**src/rtl/sqrt_iter_nr.sv**
```systemverilog
// Sequenced non-restoring integer square root: one root bit per clock,
// start/done handshake with abort. Q = floor(sqrt(D)), remainder = D - Q*Q.
module sqrt_iter_nr #(
  parameter int DW = 16
) (
  input  logic            clk,
  input  logic            reset,
  input  logic            start,
  input  logic            abort,
  input  logic [DW-1:0]   D,
  output logic            busy,
  output logic            done,
  output logic [DW/2-1:0] Q,
  output logic [DW/2:0]   remainder
);

  localparam int QW = DW / 2;
  localparam int CW = (QW > 1) ? $clog2(QW) : 1;

  if ((DW < 4) || (DW % 2 != 0)) begin : g_dw_check
    $error("sqrt_iter_nr: DW must be even and >= 4");
  end

  typedef enum logic [1:0] {IDLE, CALC, FIX} state_t;

  state_t                 state_q;
  logic [DW-1:0]          d_q;
  logic [QW-1:0]          root_q, root_d;
  logic signed [QW+1:0]   res_q, res_d;
  logic [CW-1:0]          cnt_q;
  logic [QW-1:0]          q_q;
  logic [QW:0]            rem_q, rem_d;
  logic                   done_q;

  // One non-restoring step: subtract the trial term while the residue is
  // non-negative, add it back (folded with the next trial) while negative.
  function automatic logic signed [QW+1:0] nr_step(
    input logic signed [QW+1:0] r,
    input logic [QW-1:0]        root,
    input logic [1:0]           pair
  );
    logic signed [QW+1:0] sh;
    sh = {r[QW-1:0], pair};
    if (!r[QW+1]) return sh - $signed({root, 2'b01});
    else          return sh + $signed({root, 2'b11});
  endfunction

  // Final correction; the true remainder is non-negative and fits in QW+1
  // bits, so the addition can be done modulo 2^(QW+1).
  function automatic logic [QW:0] nr_fix(
    input logic signed [QW+1:0] r,
    input logic [QW-1:0]        root
  );
    if (r[QW+1]) return r[QW:0] + {root, 1'b1};
    else         return r[QW:0];
  endfunction

  always_comb begin
    res_d  = nr_step(res_q, root_q, d_q[DW-1 -: 2]);
    root_d = {root_q[QW-2:0], ~res_d[QW+1]};
    rem_d  = nr_fix(res_q, root_q);
  end

  always_ff @(posedge clk or posedge reset) begin
    if (reset) begin
      state_q <= IDLE;
      d_q     <= '0;
      root_q  <= '0;
      res_q   <= '0;
      cnt_q   <= '0;
      q_q     <= '0;
      rem_q   <= '0;
      done_q  <= 1'b0;
    end else begin
      done_q <= 1'b0;
      case (state_q)
        IDLE: begin
          if (start) begin
            d_q     <= D;
            res_q   <= '0;
            root_q  <= '0;
            cnt_q   <= CW'(QW - 1);
            state_q <= CALC;
          end
        end
        CALC: begin
          if (abort) begin
            state_q <= IDLE;
          end else begin
            res_q  <= res_d;
            root_q <= root_d;
            d_q    <= {d_q[DW-3:0], 2'b00};
            cnt_q  <= cnt_q - 1'b1;
            if (cnt_q == '0) state_q <= FIX;
          end
        end
        FIX: begin
          if (abort) begin
            state_q <= IDLE;
          end else begin
            q_q     <= root_q;
            rem_q   <= rem_d;
            done_q  <= 1'b1;
            state_q <= IDLE;
          end
        end
        default: state_q <= IDLE;
      endcase
    end
  end

  assign busy      = (state_q != IDLE);
  assign done      = done_q;
  assign Q         = q_q;
  assign remainder = rem_q;

endmodule
```
**config.mk**
```make
export PLATFORM = sky130hd
export DESIGN_NAME = sqrt_iter_nr
export DESIGN_NICKNAME = d
export VERILOG_FILES = /design/src/rtl/sqrt_iter_nr.sv
export SDC_FILE = /design/constraint.sdc
export NUM_CORES = 1
export LEC_CHECK = 0
export ABC_AREA = 0
export CORE_MARGIN = 3
export CORE_UTILIZATION = 55
export DETAILED_ROUTE_END_ITERATION = 12
export PLACE_DENSITY_LB_ADDON = 0.08
export SLEW_MARGIN = 20
export SYNTH_ARGS = -nofsm -noshare
export SYNTH_HDL_FRONTEND = slang
export SYNTH_SLANG_ARGS = --single-unit
```
**constraint.sdc**
```tcl
create_clock -name clk -period 4.8 [get_ports clk]
set_input_delay 0.72 -clock clk [delete_from_list [all_inputs] [get_ports clk]]
set_output_delay 0.72 -clock clk [all_outputs]
set_load 0.05 [all_outputs]
```
==> summary by stage, run 1 <==
Synthesis
The mean instance size in the synthesized netlist is around 8.8 um2. The post-synthesis async set-or-reset flop share is 100%. The number of warning messages in the yosys log is 0.

The share of the yosys chip area belonging to registers is 45.1%. The total of flip-flops plus latches after synthesis is 57. Synthesis instantiated 44 different standard cells from the library. The most used flip-flop cell after synthesis is sky130_fd_sc_hd__dfrtp_1. The cell count after synthesis came out at 358.

When the netlist entered floorplanning its net count stood at between 300 and 400. Counting flops with a built-in enable in the synthesized netlist gives 0. The synthesized cell area is 3160 um2.

Clock network
The TritonCTS sink count is 57. The tree is rooted in a sky130_fd_sc_hd__clkbuf_8. Once the clock tree was built, the resizer swapped 0 gates to a different size.

The buffer count from post-CTS setup fixing is 0. The TritonCTS clock tree is built. The clock latency on the worst-skew pair is 0.33 ns. The CTS buffer count is 9. The clock slew at the register clock pins of the worst setup and hold paths is 0.06 ns. CTS built an H-tree with a depth of 3. The clock passes through at most 2 buffers.

The number of hold buffers added after cts is 0.

Layout
The share of layout cells above drive strength 1 is around 6%. The number of nets in the layout is 431. Fill cells in the final layout number 449. The antenna cell count is 0.

The synthesis-to-finish area growth is 19.0%.

STA
The top achievable clock speed is approximately 0.37 GHz. The number of failing setup endpoints in the final timing report is 0. Counting I/O delays and the setup requirement, the final critical path takes 2.72 ns. Measured against its own limit, the worst slew margin works out to between 30% and 40%.

For the pin with the worst max-slew slack, the measured transition is 0.991 ns. The count of final max-slew check failures is 0. The worst clock skew on the final layout is 0.00502 ns.

The sum of negative setup slack is 0 ns. Setup repair after global routing left no endpoint under its margin. The hold violation count in the final report is 0. The share of the clock period used by the worst path after layout is 56.8%.

The minimum hold slack is 0.476 ns.

Drt
The detail route stage leaves a number of antenna-violating nets equal to 0. The total routed wirelength is around 6900 um. For this run, design rule violations remaining after detail routing come to 0.

After detailed routing, the number of vias per cell comes to 5.51. For this run, the detailed router's first-pass iteration total came to 4. The routed layout has 2571 vias. The routed length per placed instance is 14.7 um.

For this block, the initial DRC count from the detailed router was 162.

Worst setup path
The endpoint identified for the worst register-to-register timing path is res_q[9]$_DFFE_PP0P_. Data on the critical path arrives at its endpoint at slightly below 3 ns. The kind of start point of the critical path is a register.

The worst reg-to-reg setup slack is 2.08 ns. The critical path starts at res_q[9]$_DFFE_PP0P_. The worst setup path is captured at a register. The source of the worst register-to-register timing path is res_q[9]$_DFFE_PP0P_.

The worst setup path category is register to register. Data on the critical path is required at its endpoint by 5.02 ns. The highest fanout seen on the critical path is 25. The termination of the worst setup path is res_q[9]$_DFFE_PP0P_. The number of cells on the worst reg-to-reg path is 7.

Worst hold path
The worst hold-check path type is register to register.

Job
The number of maximum-capacitance constraint violations is 0.

Pwr
The cell leakage power is 1.80 nW. Dividing total power by cell area gives a power density of between 500 and 600 nW/um2. The peak supply drop is 0.244 mV.

GRT
The number of global-route vias before repair is approximately 2600. The initial antenna violation count is 0. The overall global routing resource usage is between 20% and 30%.

The largest net degree at the start of global routing is 39. After global routing the overflow that remains totals 0. The first global-routing pass estimated about 12000 um of wire.

Placed design
The placer's final routability congestion estimate is between 0.8 and 0.9. The final HPWL from detailed placement is 4790 um. The total of buffers placed on input and output ports is 38.

Floorplanning
The initial standard-cell utilization of the core is 59.2%. For this design the top-level I/O count stands at 39. From bottom edge to top edge, the die measures around 80 um. The placeable core region is between 5000 and 6000 um2.

The die covers approximately 6700 um2. The die is 81.8 um wide. Row generation in the floorplan step produced 26 rows.

Status
The flow ran to the end, and the final reports show no timing, DRC or antenna violations.
[metal layers]
metal,routed length [um],global-route usage (%),part of all wire [%],vias to the layer above
met5,0,0,0,-
met4,153,10.5,2.2,0
met3,265,4.06,3.8,15
met2,3240,39.2,47,56
met1,3230,30.6,47,1206
li1,-,-,-,1294
[state kept, by name, summed over array words and instances (netlist names)]
name	flops
remainder	9
cnt_q	3
res_q	10
d_q	16
root_q	8
state_q	2
done	1
Q	8
[layout by cell type (no fill, tap or decap), drive strengths merged, types with 2 or more instances in the layout]
cell type	instances
inv	15
nand3	14
nor2	28
nand2b	6
a21o	8
ha	18
a21oi	7
a22o	3
clkbuf	13
a31oi	17
a31o	2
a211oi	3
o21ai	19
nand2	83
nor2b	2
a221oi	2
nand4	2
and2	2
clkdlybuf4s50	38
clkinv	3
or3	3
o2111ai	2
dfrtp	57
o22ai	4
xor2	5
mux2i	5
xnor2	14
nor3b	4
buf	3
[cell type report]
type	instances	area (um2)	area share, %
Clock buffer	13	159	4.23
Clock inverter	3	15.0	0.399
Inverter	15	56.3	1.50
Multi-Input combinational cell	268	1610	42.9
Sequential cell	57	1430	37.9
Tap cell	70	87.6	2.33
Timing Repair Buffer	41	403	10.7
[worst min path at each step]
stage / cells after the start / to / slack [ns] / start
after floorplan: 1 / cnt_q[0]$_DFFE_PP0P_ / 0.46 / cnt_q[0]$_DFFE_PP0P_
after CTS: 2 / Q[3]$_DFFE_PP0P_ / 0.48 / Q[3]$_DFFE_PP0P_
final: 2 / Q[3]$_DFFE_PP0P_ / 0.48 / Q[3]$_DFFE_PP0P_
after global routing: 2 / remainder[4]$_DFFE_PP0P_ / 0.49 / remainder[4]$_DFFE_PP0P_
after detailed placement: 2 / Q[1]$_DFFE_PP0P_ / 0.47 / Q[1]$_DFFE_PP0P_
after global placement: 2 / remainder[3]$_DFFE_PP0P_ / 0.46 / remainder[3]$_DFFE_PP0P_
[stage by stage]
stage / utilization [%] / cell area [um2] / std cells / power (W) / setup WS (ns)
floorplan: - / 3160 / 358 / 0.00136 / 2.34
global placement: 67.2 / 3590 / 451 / 0.00153 / 1.88
detailed placement: 67.2 / 3590 / 451 / 0.00156 / 1.83
CTS: 70.5 / 3760 / 467 / 0.00196 / 2.11
global route: 70.5 / 3760 / 467 / 0.00212 / 1.83
finish: 70.5 / 3760 / 467 / 0.00196 / 2.08
[report_power, final]
part	total [W]	internal (W)	switching [W]	leakage [nW]
clock	0.000401	0.000213	0.000188	0.0932
combinational	0.000843	0.000373	0.000469	0.979
sequential	0.000717	0.000593	0.000124	0.731
total	0.00196	0.00118	0.000781	1.80
[Yosys cell counts (all sizes together) (4+ instances only)]
| master | number | area share, % |
|---|---|---|
| a21o | 8 | 1.9 |
| a21oi | 7 | 1.1 |
| a31oi | 17 | 3.4 |
| buf | 4 | 0.51 |
| clkbuf | 14 | 1.7 |
| dfrtp | 57 | 45 |
| ha | 18 | 7.1 |
| inv | 15 | 1.8 |
| mux2i | 5 | 1.6 |
| nand2 | 83 | 9.9 |
| nand2b | 6 | 1.2 |
| nand3 | 14 | 2.2 |
| nor2 | 28 | 3.3 |
| nor3b | 4 | 0.95 |
| o21ai | 19 | 3.0 |
| o22ai | 4 | 0.79 |
| xnor2 | 14 | 3.9 |
| xor2 | 5 | 1.4 |
[worst max-delay path, stage by stage (launching register included)]
cell	delay, ns
sky130_fd_sc_hd__dfrtp_1	0.99
sky130_fd_sc_hd__xnor2_1	0.22
sky130_fd_sc_hd__ha_1	0.36
sky130_fd_sc_hd__a21oi_1	0.13
sky130_fd_sc_hd__nand3_1	0.16
sky130_fd_sc_hd__a221oi_1	0.38
sky130_fd_sc_hd__xnor2_1	0.16
sky130_fd_sc_hd__a22o_1	0.21
[cells by family after synthesis]
logic type                 Yosys count  share of synthesized area, %
and+or+nand+nor                    150                          20.7
AOI/OAI and AO/OA                   74                          15.2
DFF                                 57                          45.1
buffers and inverters               33                          3.96
xor gates and xnor gates            19                          5.27
adders and majority gates           19                          7.76
muxes                                6                          1.94
No activity file was read; power rests on OpenSTA's default activity.
==> run 2: changes to the inputs <==
CORE_UTILIZATION = 50   (was 55)
clock period = 2.25 ns   (was 4.8 ns; I/O delays follow)
==> summary by stage, run 2 (synthesis gave the netlist of run 1 again) <==
Status
The flow ran to the end, and the final reports show no timing, DRC or antenna violations.

STA
The count of final max-slew check failures is 0 (unchanged). The final critical-path setup slack is 0.0882 ns (-1.99 ns). The top achievable clock speed is 0.463 GHz (+26%). The hold violation count in the final report was 0 (unchanged). The worst clock skew on the final layout is 0.00486 ns (-0.000155 ns). The number of failing setup endpoints in the final timing report is 0 (unchanged). The sum of negative setup slack was 0 ns (unchanged).

The worst-margin pin slew is 0.498 ns (-0.493 ns). Setup repair after global routing left no endpoint under its margin. The clock period minus final worst setup slack is 2.16 ns (-0.563 ns).

The remaining max-slew budget at the tightest pin came to 66.7% (+33 points). The share of the clock period used by the worst path after layout is 96.1% (+39 points).

Layout
The final non-filler cell total was 488 (+4.5%). The share of layout cells above drive strength 1 was 10.7% (+4.6 points). In the layout the commonest cells are 83 x sky130_fd_sc_hd__nand2_1, 55 x sky130_fd_sc_hd__dfrtp_1, 38 x sky130_fd_sc_hd__clkdlybuf4s50_1, 28 x sky130_fd_sc_hd__nor2_1, 19 x sky130_fd_sc_hd__o21ai_0. The flip-flop count of the largest register after layout came to 16 (unchanged). Leaving out fill and tap cells, the most frequent cell in the layout is sky130_fd_sc_hd__nand2_1. The antenna cell count was 0 (unchanged). The number of nets in the layout was 447 (+3.7%). The synthesis-to-finish area growth is 24.0%.

The number of fill cells is 539 (+20%). The largest register by flop count is d_q.

GRT
The overall global routing resource usage is 19.7% (-4.0 points). The first-pass GRT wire length is 11400 um (-5.0%). The global-route track usage on met3 was 3.75% (-0.31 points). The most used routing layer in global routing is met2. The remaining global-route overflow is 0 (unchanged).

The initial antenna violation count is 0 (unchanged). The number of global-route vias before repair is 2475 (-4.0%). The met1 global-route usage is 26.6% (-4.0 points). The met2 track utilization from global routing came to 30.6% (-8.5 points). The largest net degree at the start of global routing is 58 (+49%).

Worst setup path
The arrival time of data at the critical path endpoint was 2.38 ns (-0.57 ns). The number of cells on the worst reg-to-reg path is 6 (-1). The worst path required time is 2.47 ns (-2.55 ns). The worst reg-to-reg setup slack came to 0.09 ns (-1.99 ns).

STA classifies the critical path startpoint as a register. The worst setup path is captured at a register. The worst setup path category is register to register. In this run the worst setup path begins at root_q[3]$_DFFE_PP0P_. In this run the critical register-to-register path is launched from root_q[3]$_DFFE_PP0P_. The highest fanout seen on the critical path is 5 (-80%). The most critical setup path has its endpoint at remainder[8]$_DFFE_PP0P_. The reg-to-reg critical path endpoint is remainder[8]$_DFFE_PP0P_.

Clock network
The clock tree root driver cell is sky130_fd_sc_hd__clkbuf_8. The TritonCTS sink count was 57 (unchanged). The buffer depth of the longest clock path is 2 (unchanged). The clock slew at the register clock pins of the worst setup and hold paths came to 0.07 ns (about the same). The CTS buffer count was 9 (unchanged). The clock latency on the worst-skew pair is 0.33 ns (about the same).

The H-tree level count is 3 (unchanged). The TritonCTS clock tree is built.

Job
The number of maximum-capacitance constraint violations is 0 (unchanged).

Worst hold path
The min-delay analysis places its worst path in the category input pin to asynchronous set/reset pin.

Drt
The number of search-and-repair iterations in the first detailed-routing pass is 4 (unchanged). The total vias in the final route came to 2610 (+1.5%). The remaining antenna violation count is 0 (unchanged). The count of routing violations after the opening detailed-route iteration is 91 (-44%). The detailed-route DRC error count came to 0 (unchanged). The routed length per placed instance is 13.8 um (-6.7%).

The average vias per placed instance is 5.35 (-2.9%). The total routed wirelength is 6720 um (-2.5%).

Floorplanning
The number of placed I/O pins was 39 (unchanged). The initial standard-cell utilization of the core came to 52.5% (-6.8 points). The full die area came to 7310 um2 (+9.3%).

The vertical die dimension is 85.5 um (+4.5%). The die width is 85.5 um (+4.5%). The placeable core region is 6030 um2 (+13%). The number of placement rows is 28 (+7.7%).

Pwr
The peak supply drop is 0.506 mV (+110%). The power per standard cell area was 1090 nW/um2 (+110%). The cell leakage power was 1.88 nW (+4.3%). The final total power is 0.00428 W (+120%).

Placed design
The pre-CTS setup slack is 0.0901 ns (-1.74 ns). The final HPWL from detailed placement was 4680 um (-2.2%). The placer's final routability congestion estimate is 0.915 (+12%). The number of placed instances, taps included is 471 (+4.4%).

The total of buffers placed on input and output ports came to 38 (unchanged).
[run 2: changes by cell type in the layout (fill, tap and decap cells not counted), sizes merged]
cell	change
buf	+16
[run 2: metrics by stage]
stage	util [%]	area [um2]	hold slack [ns]
global placement	61.7	3720	0.460
finish	65.0	3920	0.376
detailed placement	61.7	3720	0.464
CTS	64.6	3890	0.381
floorplan	-	3160	0.461
global route	65.0	3920	0.391
[run 2: worst min path at each step]
stage / from / end / slack (ns) / cells after the start
after floorplan: cnt_q[0]$_DFFE_PP0P_ / cnt_q[0]$_DFFE_PP0P_ / 0.46 / 1
after global placement: remainder[4]$_DFFE_PP0P_ / remainder[4]$_DFFE_PP0P_ / 0.46 / 2
after detailed placement: Q[3]$_DFFE_PP0P_ / Q[3]$_DFFE_PP0P_ / 0.46 / 2
after CTS: reset / cnt_q[0]$_DFFE_PP0P_ / 0.38 / 3
after global routing: reset / cnt_q[0]$_DFFE_PP0P_ / 0.39 / 3
final: reset / cnt_q[1]$_DFFE_PP0P_ / 0.38 / 3
[run 2: final cells by class]
| type | count | area (um2) | area share, % |
|---|---|---|---|
| Clock buffer | 13 | 159 | 4.05 |
| Clock inverter | 3 | 15.0 | 0.383 |
| Inverter | 15 | 56.3 | 1.44 |
| Multi-Input combinational cell | 268 | 1630 | 41.6 |
| Sequential cell | 57 | 1430 | 36.5 |
| Tap cell | 75 | 93.8 | 2.39 |
| Timing Repair Buffer | 57 | 536 | 13.7 |
[run 2: layer usage]
metal,vias to the layer above,part of all wire (%)
met5,-,0
met4,0,1.3
met3,10,3.2
met2,52,47
met1,1218,49
li1,1330,-
[run 2: critical path, cell delays in order (launching register included)]
cell,delay (ns)
sky130_fd_sc_hd__dfrtp_1,0.47
sky130_fd_sc_hd__ha_1,0.27
sky130_fd_sc_hd__a21o_1,0.18
sky130_fd_sc_hd__a21o_1,0.19
sky130_fd_sc_hd__or4_4,0.51
sky130_fd_sc_hd__a31o_1,0.22
sky130_fd_sc_hd__a31o_1,0.21
[run 2: timing repair]
item                       CTS  global route
buffers inserted             0             1
hold buffers                 0             0
gates resized for setup      0             4
setup endpoints to repair    0             2
[run 2: power breakdown]
part	internal [W]	total, W	switching (W)
Combinational	0.000874	0.00195	0.00107
Sequential	0.00127	0.00147	0.000207
Clock	0.000455	0.000855	0.000399
Total	0.00260	0.00428	0.00168
